## src/rtl/sequential_left_shift_if.sv

```systemverilog
// Operand/result bundle for the sequential left shifter.
// The master drives start/in/amt; the slave (shifter) drives out/busy/done/ovf.
interface sequential_left_shift_if;
    logic        start;
    logic [16:0] in;
    logic [4:0]  amt;
    logic [16:0] out;
    logic        busy;
    logic        done;
    logic        ovf;

    modport master (
        output start, in, amt,
        input  out, busy, done, ovf
    );

    modport slave (
        input  start, in, amt,
        output out, busy, done, ovf
    );
endinterface

```

## src/rtl/sequential_left_shift.sv

```systemverilog
// Shifts a 17-bit two's-complement operand left one bit per cycle with optional saturation.
// Latency amt+1 cycles; start is ignored while busy, accepted in IDLE and DONE.
module sequential_left_shift #(
    parameter bit SAT = 1'b1
) (
    input  logic                    clk,
    input  logic                    reset,
    sequential_left_shift_if.slave  bus
);

    typedef enum logic [1:0] {
        IDLE  = 2'd0,
        SHIFT = 2'd1,
        DONE  = 2'd2
    } state_t;

    state_t      state_q, state_d;
    logic [16:0] out_q,   out_d;
    logic [4:0]  count_q, count_d;
    logic        sign_q,  sign_d;
    logic        ovf_q,   ovf_d;
    logic        busy_q,  busy_d;
    logic        done_q,  done_d;

    logic        ovf_step;
    logic [16:0] sat_val;

    always_comb begin
        state_d  = state_q;
        out_d    = out_q;
        count_d  = count_q;
        sign_d   = sign_q;
        ovf_d    = ovf_q;
        busy_d   = 1'b0;
        done_d   = 1'b0;
        // Sign bit about to be lost differs from the one replacing it.
        ovf_step = out_q[16] ^ out_q[15];
        // Saturation direction follows the operand as loaded, not the current bits.
        sat_val  = sign_q ? 17'h10000 : 17'h0FFFF;

        case (state_q)
            IDLE, DONE: begin
                if (bus.start) begin
                    out_d   = bus.in;
                    count_d = bus.amt;
                    sign_d  = bus.in[16];
                    ovf_d   = 1'b0;
                    if (bus.amt != 5'd0) begin
                        state_d = SHIFT;
                        busy_d  = 1'b1;
                    end else begin
                        state_d = DONE;
                        done_d  = 1'b1;
                    end
                end else begin
                    state_d = IDLE;
                end
            end
            SHIFT: begin
                out_d   = {out_q[15:0], 1'b0};
                count_d = count_q - 5'd1;
                ovf_d   = ovf_q | ovf_step;
                if (count_q == 5'd1) begin
                    state_d = DONE;
                    done_d  = 1'b1;
                    if (SAT && ovf_d) begin
                        out_d = sat_val;
                    end
                end else begin
                    busy_d = 1'b1;
                end
            end
            default: begin
                state_d = IDLE;
            end
        endcase
    end

    always_ff @(posedge clk) begin
        if (!reset) begin
            state_q <= IDLE;
            out_q   <= '0;
            count_q <= '0;
            sign_q  <= 1'b0;
            ovf_q   <= 1'b0;
            busy_q  <= 1'b0;
            done_q  <= 1'b0;
        end else begin
            state_q <= state_d;
            out_q   <= out_d;
            count_q <= count_d;
            sign_q  <= sign_d;
            ovf_q   <= ovf_d;
            busy_q  <= busy_d;
            done_q  <= done_d;
        end
    end

    assign bus.out  = out_q;
    assign bus.busy = busy_q;
    assign bus.done = done_q;
    assign bus.ovf  = ovf_q;

endmodule
```

## src/flat_wrapper.sv

```systemverilog
// flat-port wrapper written by rule: the top's interface ports become plain ports
module sequential_left_shift_flat 
#(
    parameter bit SAT = 1'b1
)
  (clk, reset, bus_start, bus_in, bus_amt, bus_out, bus_busy, bus_done, bus_ovf);
  sequential_left_shift_if bus_i ();
  input  logic clk;
  input  logic reset;
  input wire logic [$bits(bus_i.start)-1:0] bus_start;
  input wire logic [$bits(bus_i.in)-1:0] bus_in;
  input wire logic [$bits(bus_i.amt)-1:0] bus_amt;
  output wire logic [$bits(bus_i.out)-1:0] bus_out;
  output wire logic [$bits(bus_i.busy)-1:0] bus_busy;
  output wire logic [$bits(bus_i.done)-1:0] bus_done;
  output wire logic [$bits(bus_i.ovf)-1:0] bus_ovf;
  assign bus_i.start = bus_start;
  assign bus_i.in = bus_in;
  assign bus_i.amt = bus_amt;
  assign bus_out = bus_i.out;
  assign bus_busy = bus_i.busy;
  assign bus_done = bus_i.done;
  assign bus_ovf = bus_i.ovf;
  sequential_left_shift #(.SAT(SAT)) u_core (.clk(clk), .reset(reset), .bus(bus_i));
endmodule
```

## config.mk

```make
export PLATFORM = sky130hd
export DESIGN_NAME = sequential_left_shift_flat
export DESIGN_NICKNAME = d
export VERILOG_FILES = /design/src/rtl/sequential_left_shift_if.sv /design/src/rtl/sequential_left_shift.sv /design/src/flat_wrapper.sv
export SDC_FILE = /design/constraint.sdc
export NUM_CORES = 1
export LEC_CHECK = 0
export CAP_MARGIN = 20
export CORE_ASPECT_RATIO = 1.25
export CORE_MARGIN = 2
export CORE_UTILIZATION = 44
export DETAILED_ROUTE_END_ITERATION = 8
export GPL_TIMING_DRIVEN = 0
export PLACE_DENSITY = 0.78
export SKIP_LAST_GASP = 1
export SYNTH_ARGS = -nofsm -noshare
export SYNTH_HDL_FRONTEND = slang
export SYNTH_SLANG_ARGS = --single-unit
```

## constraint.sdc

```tcl
create_clock -name clk -period 2.2 [get_ports clk]
set_input_delay 0.22 -clock clk [delete_from_list [all_inputs] [get_ports clk]]
set_output_delay 0.22 -clock clk [all_outputs]
set_load 0.005 [all_outputs]
```

==> impl_metrics.csv <==
group,metric,value,unit
power_and_ir_drop,peakVddDrop,546,uV
layout,fin_area,0.00184,mm2
yosys,synth_cell_types,30,
grt,grt_max_degree,16,
clock_network,cts-resized-gates,0,
yosys,yosysWarnings,0,
floorplanning,coreArea,0.00292,mm2
grt,antenna_found_initial,0,
floorplanning,initial_utilization,45.4,%
route,drtAntennaViolNets,0,
sta,fmax,523,MHz
yosys,synth_top_area_share,42.3,%
route,vias,1328,
route,dr.pass1.iters,4,
floorplanning,die_y,65.3,um
floorplanning,die_w,53.1,um
route,wl_per_cell,15.5,um
critical_path,startpoint_type,"flip-flop",
min_path,min_path_type,"input pin to flip-flop",
layout,syn_to_final_growth,38.7,%
critical_path,crit_type,"flip-flop to flip-flop",
layout,n_fill_cell,276,
yosys,yosys.area.top_type,"dfxtp_1",
placement,post_dp_cell_area,0.00180,mm2
layout,drive_gt1_share,4.57,%
clock_network,clk_pin_slew_worst_paths,0.15,ns
floorplanning,num_io_pins,45,
grt,grt_pass1_vias,1393,
route,vias_per_cell,5.70,
job,cap_violations,0,
sta,rsz0062_at_grt,"false",
placement,placed_cells,229,
clock_network,cts_tree,"built",
yosys,syn_avg_cell_area,8.83,um2
route,wl,3610,um
clock_network,ctsLongestPathBuffers,2,
layout,fin_cells,233,
power_and_ir_drop,powerDensity,667,mW/mm2
layout,num-nets-final,225,
placement,io_buffers,43,
grt,grt_pass1_wl,6060,um
route,drt_iter0_markers,47,
layout,antenna_cells,0,
grt,grtUsageTotal,23.2,%
sta,finalCritPeriodShare,86.9,%
yosys,postSynthCellCount,150,
clock_network,cts_setup_buffers,0,
floorplanning,die-area,0.00347,mm2
floorplanning,row_count,22,
sta,setup_violations,0,
sta,finalClockSkew,0.00515,ns
sta,slew_viol_final,0,
clock_network,clockRootBuffer,"clkbuf_4",
yosys,yosys_register_bits,28,
sta,finalCriticalPeriod,1.91,ns
grt,grt.overflow.total,0,
placement,gp_congestion,0.764,
critical_path,cp_max_fo,10,
run_status,status,"finished, final reports clean",
yosys,yosysSeqAreaShare,42.3,%
clock_network,cts_sinks,28,
placement,hpwl,2710,um
sta,setup_tns,0,ns
yosys,synth_nets,177,
clock_network,h-tree-depth,1,
route,drc,0,
critical_path,cp.arrival,2.19,ns
clock_network,numCtsBuffers,3,
yosys,yosys-top-cells-area,"dfxtp_1, o221ai_1, a21boi_0",
critical_path,crit_required,2.48,ns
sta,slew_headroom,65.1,%
power_and_ir_drop,p_leak,0.672,nW
sta,tightest_slew,0.521,ns
yosys,netlist_area,0.00132,mm2
critical_path,endpoint_kind,"flip-flop",
clock_network,cts_hold_buffers,0,
sta,finalHoldViolCount,0,
clock_network,clk-insertion-delay-late,0.34,ns
==> cells by family after synthesis <==
| kind of cell | count (synthesis) | synth area share (%) |
|---|---|---|
| buffers and inverters | 15 | 4.44 |
| AOI/OAI and AO/OA | 62 | 35.1 |
| DFF | 28 | 42.3 |
| adders and majority gates | 2 | 1.89 |
| and+or+nand+nor | 42 | 15.6 |
| xor gates and xnor gates | 1 | 0.662 |
==> Yosys cell counts, drive strengths merged <==
master and number:
nor3 2, a21oi 13, a22oi 3, o221a 6, xor2 1, clkbuf 11, o21ai 12, nor4 1
o221ai 10, o311a 1, buf 2, nand2 14, ha 2, o311ai 1, nor2 12, dfxtp 28
a21boi 10, or4b 1, nor4b 1, o41ai 1, nor2b 6, a221oi 2, or2 1, o21a 2
nand2b 3, o211ai 1, inv 2, nor3b 1
==> through the flow <==
stage	hold slack [ns]	util, %	setup WS [ns]	total power, W
after floorplan	0.365	-	0.617	0.000799
after global placement	0.494	61.7	0.270	0.000963
after detailed placement	0.522	61.7	0.220	0.000976
after CTS	0.280	62.9	0.301	0.00123
after global routing	0.281	62.9	0.168	0.00130
final	0.267	62.9	0.288	0.00122
==> flip-flops by register name, indices dropped and copies added, names as in the netlist <==
name and count:
u_core.bus.busy 1, u_core.bus.done 1, u_core.bus.out 17, u_core.bus.ovf 1
u_core.count_q 5, u_core.sign_q 1, u_core.state_q 2
==> layout make-up <==
cell class	instances	area [um2]	share of cell area, %
inverters	2	7.51	0.409
repair buffers	43	430	23.4
multi-input cells	107	704	38.4
well taps	36	45.0	2.45
clock buffers	4	36.3	1.98
plain buffers	13	51.3	2.79
flip-flops and latches	28	561	30.5
==> power by group <==
group | leakage [nW] | switching [W] | internal (W)
Clock | 0.0210 | 0.000157 | 0.000102
Combinational | 0.419 | 0.000159 | 0.000194
Sequential | 0.232 | 0.0000485 | 0.000564
==> placed cells by master, fill, tap and decap left out, types with 3 or more instances in the layout <==
cell type	count
clkdlybuf4s50_1	43
dfxtp_1	28
nand2_1	14
a21oi_1	13
nor2_1	12
clkbuf_1	11
o21ai_0	11
a21boi_0	10
o221ai_1	10
nor2b_1	6
o221a_1	5
nand2b_1	3
a22oi_1	3
clkbuf_4	3
==> worst max-delay path, stage by stage (launching register included) <==
cell and delay [ns]:
dfxtp_1 0.39, inv_1 0.07, ha_1 0.19, nor4b_1 0.14
o211ai_1 0.26, clkbuf_1 0.42, o221ai_1 0.20, a21oi_1 0.19
==> routing by layer <==
metal	part of all wire (%)	GRT usage, %
met1	41	26.1
met2	52	42.5
met3	5.6	3.41
met4	1.2	9.29
met5	0	0
==> final timing paths <==
check,startpoint,end,slack [ns],cells after the start
worst max-delay path,u_core.count_q[1],u_core.bus.out[6],0.29,7
worst min-delay path,reset,u_core.count_q[3],0.27,2
worst max register to register,u_core.count_q[1],u_core.bus.out[6],0.29,7
worst min register to register,u_core.sign_q,u_core.sign_q,0.54,2
Power figures use the tool's default switching activity.
